File: config.mk
export PLATFORM = sky130hd
export DESIGN_NAME = spi_bus_scheduler
export DESIGN_NICKNAME = d
export VERILOG_FILES = /design/src/rtl/spi_bus_scheduler.sv
export SDC_FILE = /design/constraint.sdc
export NUM_CORES = 1
export LEC_CHECK = 0
export ABC_AREA = 1
export CORE_MARGIN = 2
export CORE_UTILIZATION = 56
export CTS_CLUSTER_SIZE = 16
export DETAILED_ROUTE_END_ITERATION = 8
export GPL_ROUTABILITY_DRIVEN = 0
export PLACE_DENSITY = 0.84
export SYNTH_ARGS = -nofsm -noshare
export SYNTH_HDL_FRONTEND = slang
export SYNTH_SLANG_ARGS = --single-unit
File: constraint.sdc
create_clock -name i_clk -period 4.3 [get_ports i_clk]
set_input_delay 0.645 -clock i_clk [delete_from_list [all_inputs] [get_ports i_clk]]
set_output_delay 0.645 -clock i_clk [all_outputs]
set_load 0.005 [all_outputs]
File: src/rtl/spi_bus_scheduler.sv
// -----------------------------------------------------------------------------
// spi_bus_scheduler
//
// SPI mode-0 master shared by NUM_REQ requesters. Each requester owns one
// slave on its own active-low chip select. One 8-bit full-duplex byte is
// shifted MSB-first per grant. SCLK is derived from the system clock.
//
// Optional feature macro: SPI_SCHED_RR_EN
//   defined   -> round-robin arbitration, pointer moves to one past the winner
//   undefined -> fixed priority, lowest requesting index always wins
//
// Parameters
//   NUM_REQ  number of requesters / slaves (2..8)
//   CLK_DIV  system clocks per SCLK half-period (>=2)
//   CS_IDLE  minimum cycles with every cs high between transfers (>=1)
//
// Ports
//   i_clk      system clock, rising edge
//   i_rst      synchronous active-high reset
//   i_req      per-requester request, held until o_done with matching grant
//   i_tx_data  byte for requester i at [8i+7:8i]
//   o_grant    one-hot owner of the current transfer, 0 when idle
//   o_done     one-cycle pulse at end of transfer
//   o_rx_data  byte received from MISO, valid with o_done, held until next
//   o_busy     high from grant through the end of the idle gap
//   o_sclk     SPI clock, idle low
//   o_cs       active-low chip selects
//   o_mosi     master out, MSB first, 0 whenever no slave is selected
//   i_miso     master in
// -----------------------------------------------------------------------------
module spi_bus_scheduler #(
  parameter int NUM_REQ = 2,
  parameter int CLK_DIV = 4,
  parameter int CS_IDLE = 2
) (
  input  logic                   i_clk,
  input  logic                   i_rst,
  input  logic [NUM_REQ-1:0]     i_req,
  input  logic [8*NUM_REQ-1:0]   i_tx_data,
  output logic [NUM_REQ-1:0]     o_grant,
  output logic                   o_done,
  output logic [7:0]             o_rx_data,
  output logic                   o_busy,
  output logic                   o_sclk,
  output logic [NUM_REQ-1:0]     o_cs,
  output logic                   o_mosi,
  input  logic                   i_miso
);

  localparam int IW      = $clog2(NUM_REQ);
  localparam int CNT_MAX = (CLK_DIV > CS_IDLE) ? CLK_DIV : CS_IDLE;
  localparam int CW      = $clog2(CNT_MAX + 1);
  localparam logic [CW-1:0] DIV_LAST = CW'(CLK_DIV - 1);
  localparam logic [CW-1:0] GAP_LAST = CW'(CS_IDLE - 1);

  typedef enum logic [2:0] {
    S_IDLE  = 3'd0,
    S_SETUP = 3'd1,
    S_XFER  = 3'd2,
    S_HOLD  = 3'd3,
    S_GAP   = 3'd4
  } state_t;

  state_t             r_state, w_state_nxt;
  logic [CW-1:0]      r_cnt, w_cnt_nxt;
  logic [4:0]         r_edge, w_edge_nxt;   // SCLK edges issued this frame
  logic [7:0]         r_tx, w_tx_nxt;       // MSB drives MOSI; zero once drained
  logic [7:0]         r_rx, w_rx_nxt;
  logic [7:0]         r_rx_data, w_rx_data_nxt;
  logic [NUM_REQ-1:0] r_grant, w_grant_nxt;
  logic [NUM_REQ-1:0] r_cs;
  logic               r_done, w_done_nxt;
  logic               r_busy, w_busy_nxt;
  logic               r_sclk, w_sclk_nxt;
  logic               w_win_valid;
  logic [IW-1:0]      w_win_idx;

`ifdef SPI_SCHED_RR_EN
  logic [IW-1:0] r_ptr;
  logic [IW:0]   w_cand;

  // Round-robin search: first requester at or after the pointer, wrapping
  always_comb begin
    w_win_valid = 1'b0;
    w_win_idx   = '0;
    w_cand      = '0;
    for (int k = 0; k < NUM_REQ; k++) begin
      w_cand      = {1'b0, r_ptr} + (IW+1)'(k);
      w_cand      = (w_cand >= (IW+1)'(NUM_REQ)) ? (w_cand - (IW+1)'(NUM_REQ)) : w_cand;
      w_win_idx   = (!w_win_valid && i_req[w_cand[IW-1:0]]) ? w_cand[IW-1:0] : w_win_idx;
      w_win_valid = w_win_valid | i_req[w_cand[IW-1:0]];
    end
  end

  // Pointer moves to one past the winner whenever a grant is issued
  always_ff @(posedge i_clk) begin
    if (i_rst) begin
      r_ptr <= '0;
    end else if (r_state == S_IDLE && w_win_valid) begin
      r_ptr <= (w_win_idx == IW'(NUM_REQ - 1)) ? '0 : (w_win_idx + IW'(1));
    end else begin
      r_ptr <= r_ptr;
    end
  end
`else
  // Fixed priority: scan downward so the lowest requesting index wins
  always_comb begin
    w_win_valid = |i_req;
    w_win_idx   = '0;
    for (int k = NUM_REQ - 1; k >= 0; k--) begin
      w_win_idx = i_req[k] ? IW'(k) : w_win_idx;
    end
  end
`endif

  // Next-state and next-output logic for the transfer sequencer
  always_comb begin
    w_state_nxt   = r_state;
    w_cnt_nxt     = r_cnt;
    w_edge_nxt    = r_edge;
    w_tx_nxt      = r_tx;
    w_rx_nxt      = r_rx;
    w_rx_data_nxt = r_rx_data;
    w_grant_nxt   = r_grant;
    w_done_nxt    = 1'b0;
    w_busy_nxt    = r_busy;
    w_sclk_nxt    = r_sclk;
    case (r_state)
      S_IDLE: begin
        if (w_win_valid) begin
          w_state_nxt = S_SETUP;
          w_cnt_nxt   = '0;
          w_tx_nxt    = i_tx_data[{w_win_idx, 3'b000} +: 8];
          w_grant_nxt = {{(NUM_REQ-1){1'b0}}, 1'b1} << w_win_idx;
          w_busy_nxt  = 1'b1;
        end else begin
          w_state_nxt = S_IDLE;
        end
      end
      S_SETUP: begin
        if (r_cnt == DIV_LAST) begin
          // First rising edge: capture the bit the slave presented at CS fall
          w_state_nxt = S_XFER;
          w_cnt_nxt   = '0;
          w_sclk_nxt  = 1'b1;
          w_edge_nxt  = 5'd1;
          w_rx_nxt    = {r_rx[6:0], i_miso};
        end else begin
          w_cnt_nxt = r_cnt + CW'(1);
        end
      end
      S_XFER: begin
        if (r_cnt != DIV_LAST) begin
          w_cnt_nxt = r_cnt + CW'(1);
        end else if (r_edge == 5'd16) begin
          // Final low half-period has elapsed after the 8th fall
          w_state_nxt = S_HOLD;
          w_cnt_nxt   = '0;
        end else begin
          w_cnt_nxt  = '0;
          w_sclk_nxt = ~r_sclk;
          w_edge_nxt = r_edge + 5'd1;
          if (r_sclk) begin
            w_tx_nxt = {r_tx[6:0], 1'b0};
          end else begin
            w_rx_nxt = {r_rx[6:0], i_miso};
          end
        end
      end
      S_HOLD: begin
        if (r_cnt == DIV_LAST) begin
          w_state_nxt   = S_GAP;
          w_cnt_nxt     = '0;
          w_grant_nxt   = '0;
          w_done_nxt    = 1'b1;
          w_rx_data_nxt = r_rx;
        end else begin
          w_cnt_nxt = r_cnt + CW'(1);
        end
      end
      S_GAP: begin
        if (r_cnt == GAP_LAST) begin
          w_state_nxt = S_IDLE;
          w_cnt_nxt   = '0;
          w_busy_nxt  = 1'b0;
        end else begin
          w_cnt_nxt = r_cnt + CW'(1);
        end
      end
      default: begin
        w_state_nxt = S_IDLE;
        w_cnt_nxt   = '0;
        w_grant_nxt = '0;
        w_busy_nxt  = 1'b0;
        w_sclk_nxt  = 1'b0;
        w_tx_nxt    = 8'h00;
      end
    endcase
  end

  // State and output registers; reset truncates any frame without a done
  always_ff @(posedge i_clk) begin
    if (i_rst) begin
      r_state   <= S_IDLE;
      r_cnt     <= '0;
      r_edge    <= 5'd0;
      r_tx      <= 8'h00;
      r_rx      <= 8'h00;
      r_rx_data <= 8'h00;
      r_grant   <= '0;
      r_cs      <= '1;
      r_done    <= 1'b0;
      r_busy    <= 1'b0;
      r_sclk    <= 1'b0;
    end else begin
      r_state   <= w_state_nxt;
      r_cnt     <= w_cnt_nxt;
      r_edge    <= w_edge_nxt;
      r_tx      <= w_tx_nxt;
      r_rx      <= w_rx_nxt;
      r_rx_data <= w_rx_data_nxt;
      r_grant   <= w_grant_nxt;
      r_cs      <= ~w_grant_nxt;
      r_done    <= w_done_nxt;
      r_busy    <= w_busy_nxt;
      r_sclk    <= w_sclk_nxt;
    end
  end

  assign o_grant   = r_grant;
  assign o_done    = r_done;
  assign o_rx_data = r_rx_data;
  assign o_busy    = r_busy;
  assign o_sclk    = r_sclk;
  assign o_cs      = r_cs;
  assign o_mosi    = r_tx[7];

endmodule

---- After elaboration in Yosys (flattened, before gate mapping) ----
Cells that the tools add are included.
word-level totals
  register bits ........................... 42
  output and inout bits ................... 16
  word-level logic and storage cells ...... 93
operators by class
  add/sub/neg operators ................... 2
  equal/unequal tests ..................... 17
  shifts and indexed selects .............. 2
  mux-type cells .......................... 39
  bitwise operators ....................... 6
  reductions and logical operators ........ 16
operators by type and width
  kind                                                                   count
  8-bit 2-to-1 mux                                                       8
  3-bit 2-to-1 mux                                                       9
  8-bit case mux with 3 select lines                                     1
  2-bit != test, second input constant                                   9
  8-bit case mux with 2 select lines                                     1
  16-bit by 5-bit variable part select with 8-bit output                 1
  5-bit 2-to-1 mux                                                       3
  3-bit case mux with 5 select lines                                     1
  5-bit AND reduction                                                    3
  3-bit case mux with 4 select lines                                     1
  3-bit OR reduction                                                     4
  5-bit case mux with 2 select lines                                     1
  3-bit by 2-bit equality test with 1-bit output, second input constant  3
  1-bit 2-to-1 mux                                                       9
  4-bit AND reduction                                                    2
  3-bit by 1-bit equality test with 1-bit output, second input constant  2
  1-bit case mux with 3 select lines                                     2
  2-bit case mux with 3 select lines                                     1
  2-bit OR reduction                                                     3
  5-bit by 1-bit adder with 5-bit output, second input constant          1
  5-bit equality test, second input constant                             1
  1-bit NOT                                                              5
  2-bit 2-to-1 mux                                                       2
  3-bit by 1-bit adder with 3-bit output, second input constant          1
  8 further kinds                                                        8

---- Longest topological paths before layout ----
Gate-level depths: netlist of run 1.
  depth after elaboration ................. 6
  gate-level depth with buffers ........... 12
  gate-level depth less buffers ........... 12

---- Worst setup path after synthesis of run 1 ----
OpenSTA, ideal clock, no wires.
  path type ............................... in2reg
  from .................................... input i_req[1]
  to ...................................... register r_tx[0]
  data arrival time ....................... 1.356 ns
  required time ........................... 4.230 ns
  setup slack ............................. 2.874 ns
  stages .................................. 6
  buffers on the path ..................... 0
  path through ............................ inv_1 nor2_1 nand2_1 a21oi_1 nand3_1 a21oi_1
between the ends
  cells in the longest elaborated chain, start to end .. 5
  elaborated cells on any way between the ends .. 8
  classes of those cells .................. eq/ne (1); shift (1); mux (4); reduce/logical (2)
ends and longest elaborated chain
  item                                                    RTL line  source
  from (decl)                                             38        input logic [NUM_REQ-1:0] i_req,
  1-bit 2-to-1 mux (2 in series)                          111       w_win_idx = i_req[k] ? IW'(k) : w_win_idx;
  16-bit by 5-bit variable part select with 8-bit output  133       w_tx_nxt = i_tx_data[{w_win_idx, 3'b000} +: 8];
  8-bit 2-to-1 mux                                        130       if (w_win_valid) begin
  8-bit case mux with 3 select lines                      128       case (r_state)
  to (signal assigned)                                    219       r_tx <= w_tx_nxt;
  to (decl)                                               67        logic [7:0] r_tx, w_tx_nxt;
Parallel ways exist; a longest one is shown, timed or not. The select of a mux whose other input is x is not followed.
A chain may end at the register's enable or synchronous reset.

---- Worst setup path after layout of run 1 ----
  from .................................... input i_rst
  to ...................................... register r_grant[1] (netlist: o_grant[1])
RTL lines
  item                  RTL line  source
  from (decl)           37        input logic i_rst,
  to (signal assigned)  222       r_grant <= w_grant_nxt;
  to (decl)             70        logic [NUM_REQ-1:0] r_grant, w_grant_nxt;
No word-level cell between the ends.

==> results of run 1 <==
sequential cells by signal (all words and copies together) (netlist names):
register and count:
o_rx_data 8, o_done 1, o_busy 1, r_edge 5, o_sclk 1, r_cnt 3, o_grant 2, r_tx 8
r_state 3, o_cs 2, r_rx 8
per-stage QoR:
stage	area [um2]	util	setup WS, ns	hold WS, ns	power [uW]
after floorplan	2110	-	2.87	0.441	1060
after global placement	2490	0.684	1.80	0.450	1210
after detailed placement	2490	0.684	1.78	0.453	1230
after CTS	2580	0.709	2.10	0.465	1490
after global routing	2580	0.709	1.91	0.480	1620
final	2580	0.709	2.10	0.466	1490
cells in the final DEF, fill, tap and decap left out, drive strengths merged:
master / n
nand2: 91
o221ai: 1
a21oi: 27
clkbuf: 5
nand3: 30
a211oi: 1
ha: 6
dfxtp: 42
nand3b: 1
clkinvlp: 1
nand4: 1
o21ai: 21
nor3: 2
clkdlybuf4s50: 36
a31oi: 1
clkinv: 2
inv: 38
nor2: 43
cells in the mapped netlist (all sizes together):
cell type / number
o21ai: 21
nand4: 1
clkbuf: 5
a21oi: 27
dfxtp: 42
inv: 38
nand3: 30
nand2: 91
nand3b: 1
buf: 3
a31oi: 1
nor3: 2
nor2: 43
a211oi: 1
o221ai: 1
ha: 6
worst paths after layout:
check,endpoint,slack [ns],depth (start not counted)
max,o_grant[1],2.10,4
max reg2reg,r_tx[4],2.24,7
min,o_rx_data[3],0.47,2
min reg2reg,o_rx_data[3],0.47,2
worst max-delay path, delay by kind of cell:
kind	cells	cell delay [ns]
AND/OR/NAND/NOR	1	0.21
buffers and inverters	3	1.53
power by group through the flow:
stage | registers (uW) | logic, uW | clock network, uW
2_1_floorplan | 554 | 506 | 0
3_3_place_gp | 577 | 637 | 0
3_5_place_dp | 580 | 648 | 0
4_1_cts | 571 | 657 | 258
5_1_grt | 588 | 752 | 277
6_report | 572 | 659 | 256
per-layer routing:
metal,GRT usage,vias up,wire (um)
met5,0,-,0
met1,0.269,918,2010
met2,0.415,56,2240
met4,0.0833,0,58
met3,0.0479,7,256
li1,-,1067,-
cells by family after synthesis:
family / Yosys count / synth area share
adder cells (fa/ha/maj): 6 / 0.0356
AND/OR/NAND/NOR: 168 / 0.353
flip-flops: 42 / 0.399
buffers and inverters: 46 / 0.0878
AO/OA/AOI/OAI: 51 / 0.125
cell type report:
| type | instances | area [um2] |
|---|---|---|
| Tap cell | 48 | 60.1 |
| Clock inverter | 3 | 21.3 |
| Sequential cell | 42 | 841 |
| Inverter | 38 | 143 |
| Timing Repair Buffer | 36 | 360 |
| Fill cell | 318 | 1060 |
| Multi-Input combinational cell | 225 | 1080 |
| Clock buffer | 5 | 68.8 |
==> qor.txt, run 1 <==
Share of the synthesized area in the top cell type - 0.399
Crit path cell chain - clkdlybuf4s50_1 -> inv_1 -> nand2_1 -> inv_2
CTS Root Cell - clkbuf_8
Post-synth top area cell - dfxtp_1
Height of the chip - 65.4 um
Yosys Warn Count - 0
Half-perimeter wire length after placement - 3.25 mm
Final Non-Filler Cells - 397
Die width - 65.4 um
Row count - 22
Final min period - 2.20 ns
Port bufs - 36
Number of routed nets with antenna violations - 0
Net Sw Frac - 0.430
Ranking of synthesized cells by area - dfxtp_1 40%, nand2_1 15%, nor2_1 6.6%, a21oi_1 6.4%, nand3_1 6.2%
First-pass GRT wire length - 7.78 mm
Mapped cell area - 2110 um2
Nets@finish - 375
Leak - 0.00114 uW
Routed WL per cell - 11.5 um
Total Routing Usage GR - 0.231
Hold-fix buffers, CTS - 0
H-tree Lvls - 2
Worst-path fanout max - 25
I/O pin total - 37
Critical Path Sink Type - flip-flop
Worst vdd ir - 0.405 mV
Initial antenna violation count - 0
Period utilization - 0.511
Share of the yosys chip area belonging to registers - 0.399
Num CTS Buffers - 5
Power density cells - 577 nW/um2
Final hold violation count - 0
Slowest CP cell - clkdlybuf4s50_1
Reg power frac - 0.385
Total die area - 4270 um2
Post-CTS Setup Repair Bufs - 0
Initial DRC Count - 169
Achievable Freq - 0.455 GHz
Reg clk slew, reported paths - 0.08 ns
Via density - 5.16
DRT Wirelength - 4.57 mm
Crit path from - i_rst
Worst-margin pin slew - 0.885 ns
Syn Area/Cell - 6.74 um2
Syn Nets - 340
Core ar. - 3630 um2
Worst path required time - 4.50 ns
Worst hold start - o_rx_data[3]
Distinct cells, synth - 25
Delay of the slowest cell on the worst path - 1.05 ns
Comb power frac - 0.443
Largest net degree at the start of global routing - 26
Post-synthesis cell count - 313
Sw power - 640 uW
RSZ-0062 raised after global routing - false
Layout cells sized above 1 - 0.0917
WS Path Type - in -> reg
DR DRC count - 0
CP Data Arrival Time - 2.40 ns
Seq cells post-synth - 42
Max Slew Vio Count - 0
Starting Density - 0.580
GRT Residual Overflow - 0
Clk sinks - 42
Worst clock skew - 0.00481 ns
Number of global-route vias before repair - 1,873
Via count - 2,048
Endpoints failing setup - 0
Synth-to-Final Area Change - 22.2%
CTS tree - yes
Later-pin clock latency in the skew report - 0.30 ns
Post-CTS Resized - 0
Cell Int Power - 847 uW
Clk pwr share - 0.172
Status - complete, no violations
Drt pass-1 iters - 5
Max-Slew Margin vs Limit - 0.408
Diode count - 0
Setup TNS - 0 ns
Max Buffers Root-to-Sink - 2
Worst hold path type - reg -> reg
Max-Cap Viols - 0
Placed insts - 389
Critical R2R Launch - r_cnt[0]
Critical Path Start Type - primary input
(Power assumes the default switching activity.)
==> run 2, diff against run 1 <==
--- a/config.mk
+++ b/config.mk
@@ -7,11 +7,11 @@
 export LEC_CHECK = 0
 export ABC_AREA = 1
 export CORE_MARGIN = 2
-export CORE_UTILIZATION = 56
+export CORE_UTILIZATION = 47
 export CTS_CLUSTER_SIZE = 16
 export DETAILED_ROUTE_END_ITERATION = 8
 export GPL_ROUTABILITY_DRIVEN = 0
-export PLACE_DENSITY = 0.84
+export PLACE_DENSITY = 0.75
 export SYNTH_ARGS = -nofsm -noshare
 export SYNTH_HDL_FRONTEND = slang
 export SYNTH_SLANG_ARGS = --single-unit
==> constraint.sdc (replaced) <==
create_clock -name i_clk -period 1.9 [get_ports i_clk]
set_input_delay 0.285 -clock i_clk [delete_from_list [all_inputs] [get_ports i_clk]]
set_output_delay 0.285 -clock i_clk [all_outputs]
set_load 0.005 [all_outputs]
==> run 2 against run 1 <==
Register-to-register slack got worse by 2.0 ns. First-iteration DRC count shrank 53%. Wire length increased by 2.6%.
==> qor.txt, run 2 (synthesis results as in run 1) <==
GRT busiest layer - met2
Later-pin clock latency in the skew report - 0.29 ns
RSZ-0062 raised after global routing - false
Post-CTS Setup Repair Bufs - 0
Row count - 24
Hold-fix buffers, CTS - 0
Core ar. - 4320 um2
Max Buffers Root-to-Sink - 2
Worst-path fanout max - 8
WS Path Type - reg -> reg
Achievable Freq - 0.598 GHz
Power density cells - 1330 nW/um2
Largest net degree at the start of global routing - 17
GRT Residual Overflow - 0
Sw power - 1460 uW
Critical R2R Launch - r_cnt[0]
CTS Root Cell - clkbuf_8
I/O pin total - 37
Nets@finish - 381
Endpoints failing setup - 0
Worst clock skew - 0.00544 ns
First-pass GRT wire length - 8.20 mm
Period utilization - 0.880
H-tree Lvls - 2
Clk pwr share - 0.198
Number of global-route vias before repair - 1,925
Crit path from - r_cnt[0]
Max-Slew Margin vs Limit - 0.714
Synth-to-Final Area Change - 25.5%
Height of the chip - 71.0 um
Post-CTS Resized - 0
Die width - 71.0 um
Critical Path Sink Type - flip-flop
Reg clk slew, reported paths - 0.08 ns
Max-Cap Viols - 0
Total die area - 5040 um2
Via count - 2,003
Number of routed nets with antenna violations - 0
Final min period - 1.67 ns
Clk sinks - 42
Routed WL per cell - 11.5 um
Final hold violation count - 0
Worst vdd ir - 0.705 mV
Setup TNS - 0 ns
CTS tree - yes
GR Util met2 - 0.353
Leak - 0.00118 uW
Comb power frac - 0.438
Met3 usage - 0.0499
Reg power frac - 0.363
Initial DRC Count - 79
Net Sw Frac - 0.413
Starting Density - 0.488
Max Slew Vio Count - 0
Cell Int Power - 2070 uW
Diode count - 0
Commonest non-fill, non-tap cell in the layout - nand2_1
Num CTS Buffers - 5
Status - complete, no violations
Port bufs - 36
DR DRC count - 0
Drt pass-1 iters - 4
Place WS - 0.154 ns
Initial antenna violation count - 0
Via density - 4.92
Half-perimeter wire length after placement - 3.40 mm
Grt met1 use - 0.242
Worst hold start - r_tx[0]
Layout cells sized above 1 - 0.104
Worst path required time - 2.08 ns
Commonest non-fill, non-tap cells in the layout - 85 x nand2_1, 42 x dfxtp_1, 37 x nor2_1
Total Routing Usage GR - 0.200
Worst hold path type - reg -> reg
DRT Wirelength - 4.69 mm
CP Data Arrival Time - 1.86 ns
Worst-margin pin slew - 0.428 ns
Setup WS post-layout - 0.228 ns
Critical Path Start Type - flip-flop
## run 2: cell count changes in the layout (fill, tap and decap cells not counted), sizes merged
cell    delta
bufinv     +1
clkinv     -2
clkbuf     +1
buf        +6
## run 2: worst max-delay path, stage by stage, from the launching register on
cell     delay (ns)
dfxtp_1        0.40
ha_1           0.20
ha_1           0.19
inv_1          0.11
o21ai_0        0.27
nand3_2        0.22
nand2_1        0.11
a21oi_1        0.07
## run 2: final cells by class
type                            instances  area, um2
Clock buffer                            6       72.6
Clock inverter                          2       37.5
Fill cell                             401       1680
Inverter                               38        143
Multi-Input combinational cell        225       1080
Sequential cell                        42        841
Tap cell                               52       65.1
Timing Repair Buffer                   42        405
## run 2: power by group through the flow
stage                     registers [uW]  clock network (uW)  logic [uW]
after floorplan                     1250                   0        1150
after global placement              1290                   0        1490
after detailed placement            1300                   0        1530
after CTS                           1280                 710        1550
after global routing                1310                 754        1760
final                               1280                 700        1550
## run 2: through the flow
stage | utilization | hold slack, ns | total power (uW) | area (um2) | std cells
finish | 0.612 | 0.467 | 3530 | 2650 | 407
global route | 0.612 | 0.481 | 3830 | 2650 | 407
CTS | 0.612 | 0.466 | 3530 | 2650 | 407
detailed placement | 0.587 | 0.454 | 2830 | 2540 | 399
global placement | 0.587 | 0.449 | 2780 | 2540 | 399
floorplan | - | 0.441 | 2400 | 2110 | 313
## run 2: worst paths after layout
kind	slack [ns]	to	cells past startpoint
worst max-delay path	0.23	r_tx[5]	7
worst min-delay path	0.47	r_tx[0]	2
worst max register to register	0.23	r_tx[5]	7
worst min register to register	0.47	r_tx[0]	2
## run 2: metal layers
metal	vias to the layer above	part of all wire
met1	884	0.48
met5	-	0
met3	7	0.046
li1	1079	-
met4	0	0.012
met2	33	0.46
==> run 3, diff against run 2 <==
--- a/config.mk
+++ b/config.mk
@@ -6,12 +6,13 @@
 export NUM_CORES = 1
 export LEC_CHECK = 0
 export ABC_AREA = 1
-export CORE_MARGIN = 2
 export CORE_UTILIZATION = 47
 export CTS_CLUSTER_SIZE = 16
 export DETAILED_ROUTE_END_ITERATION = 8
 export GPL_ROUTABILITY_DRIVEN = 0
+export MAX_ROUTING_LAYER = met4
 export PLACE_DENSITY = 0.75
 export SYNTH_ARGS = -nofsm -noshare
 export SYNTH_HDL_FRONTEND = slang
 export SYNTH_SLANG_ARGS = --single-unit
+export TNS_END_PERCENT = 10
==> run 3 against run 2 <==
Global-route usage rose by 1.6 points. Sequential power barely moved. Total power fell by 3.2%. Sequential share of layout area rose by 0.33 points. Non-clock buffer count fell by 1. Count of clock-buffer cells in the layout fell by 1. Design area fell by 1.0%. Wire length fell by 1.4%. Combinational power barely moved. Largest power group unchanged. Highest routed layer unchanged.
==> qor.txt, run 3 (synthesis results as in run 1) <==
Status - complete, no violations
Row count - 23
Num CTS Buffers - 5
Post-CTS Resized - 0
Leak - 0.00117 uW
Endpoints failing setup - 0
DR DRC count - 0
Later-pin clock latency in the skew report - 0.30 ns
Via density - 5.00
Final hold violation count - 0
Worst-margin pin slew - 0.438 ns
Worst path required time - 2.13 ns
Number of global-route vias before repair - 1,824
Max Slew Vio Count - 0
Largest net degree at the start of global routing - 25
DRT Wirelength - 4.62 mm
Final instance area - 2620 um2
Worst-path fanout max - 8
Max-Cap Viols - 0
Drt pass-1 iters - 4
Commonest non-fill, non-tap cell in the layout - nand2_1
Routed WL per cell - 11.4 um
Total die area - 4760 um2
Crit path cell chain - ha_1 -> ha_1 -> inv_1 -> nand2_1 -> nand2_1 -> nor2_4 -> nand3_1 -> a21oi_1
CP Data Arrival Time - 1.88 ns
Final min period - 1.66 ns
Critical Path Sink Type - flip-flop
Synth-to-Final Area Change - 24.2%
Commonest non-fill, non-tap cells in the layout - 85 x nand2_1, 42 x dfxtp_1, 37 x nor2_1
Die width - 69.0 um
WHS - 0.464 ns
Clk sinks - 42
Post-CTS Setup Repair Bufs - 0
Core ar. - 4140 um2
H-tree Lvls - 2
Max-Slew Margin vs Limit - 0.707
Total Routing Usage GR - 0.216
GRT Residual Overflow - 0
Diode count - 0
Via count - 2,021
RSZ-0062 raised after global routing - false
Period utilization - 0.873
Worst hold path type - reg -> reg
WS Path Type - reg -> reg
Achievable Freq - 0.603 GHz
Setup WS post-layout - 0.242 ns
Starting Density - 0.509
Power density cells - 1310 nW/um2
Nets@finish - 380
Height of the chip - 69.0 um
Worst path top cell family by delay - simple AND/OR/NAND/NOR gates
Initial DRC Count - 120
Slowest CP cell - dfxtp_1
Port bufs - 36
Number of routed nets with antenna violations - 0
Initial antenna violation count - 0
Reg clk slew, reported paths - 0.09 ns
I/O pin total - 37
Max Buffers Root-to-Sink - 2
Placement-stage cell area - 2530 um2
Delay of the slowest cell on the worst path - 0.39 ns
Setup TNS - 0 ns
Sum of buffers and inverters on the critical path - 1
Critical Path Start Type - flip-flop
Worst vdd ir - 0.987 mV
Layout cells sized above 1 - 0.105
Half-perimeter wire length after placement - 3.35 mm
Place WS - 0.154 ns
Worst clock skew - 0.00876 ns
First-pass GRT wire length - 7.42 mm
Hold-fix buffers, CTS - 0
CTS tree - yes
CTS Root Cell - clkbuf_8
run 3: final timing paths:
kind	depth (start not counted)	slack (ns)	end	startpoint
setup / recovery	8	0.24	r_tx[2]	r_cnt[0]
hold reg to reg	2	0.46	o_rx_data[0]	o_rx_data[0]
setup reg to reg	8	0.24	r_tx[2]	r_cnt[0]
hold / removal	2	0.46	o_rx_data[0]	o_rx_data[0]
run 3: per-layer routing:
metal / track usage / wire length, um
met5: - / 0
met4: 0.0536 / 11
met3: 0.0641 / 158
met2: 0.382 / 2290
met1: 0.235 / 2160
run 3: area by class of cell:
type | count | area [um2]
clock buffer | 5 | 68.8
clock inverter | 3 | 23.8
tap | 50 | 62.6
inverter | 38 | 143
sequential | 42 | 841
timing repair buffer | 41 | 398
multi-input combinational | 225 | 1080
fill | 411 | 1530
run 3: worst register-to-register path: cells and delay by family (launching register included):
kind / cells / cell delay (ns)
AOI/OAI and AO/OA: 1 / 0.17
adders and majority gates: 2 / 0.38
buffers and inverters: 1 / 0.11
DFF: 1 / 0.39
and+or+nand+nor: 4 / 0.54
run 3: where the power goes:
group          leakage, uW  internal [uW]  switching [uW]
Combinational     0.000782            575             973
Sequential        0.000343           1100             171
Clock            0.0000408            263             332
run 3: metrics by stage:
stage	cells	utilization	power, uW
2_1_floorplan	313	-	2400
3_3_place_gp	396	0.610	2790
3_5_place_dp	396	0.610	2830
4_1_cts	404	0.632	3430
5_1_grt	404	0.632	3700
6_report	404	0.632	3420
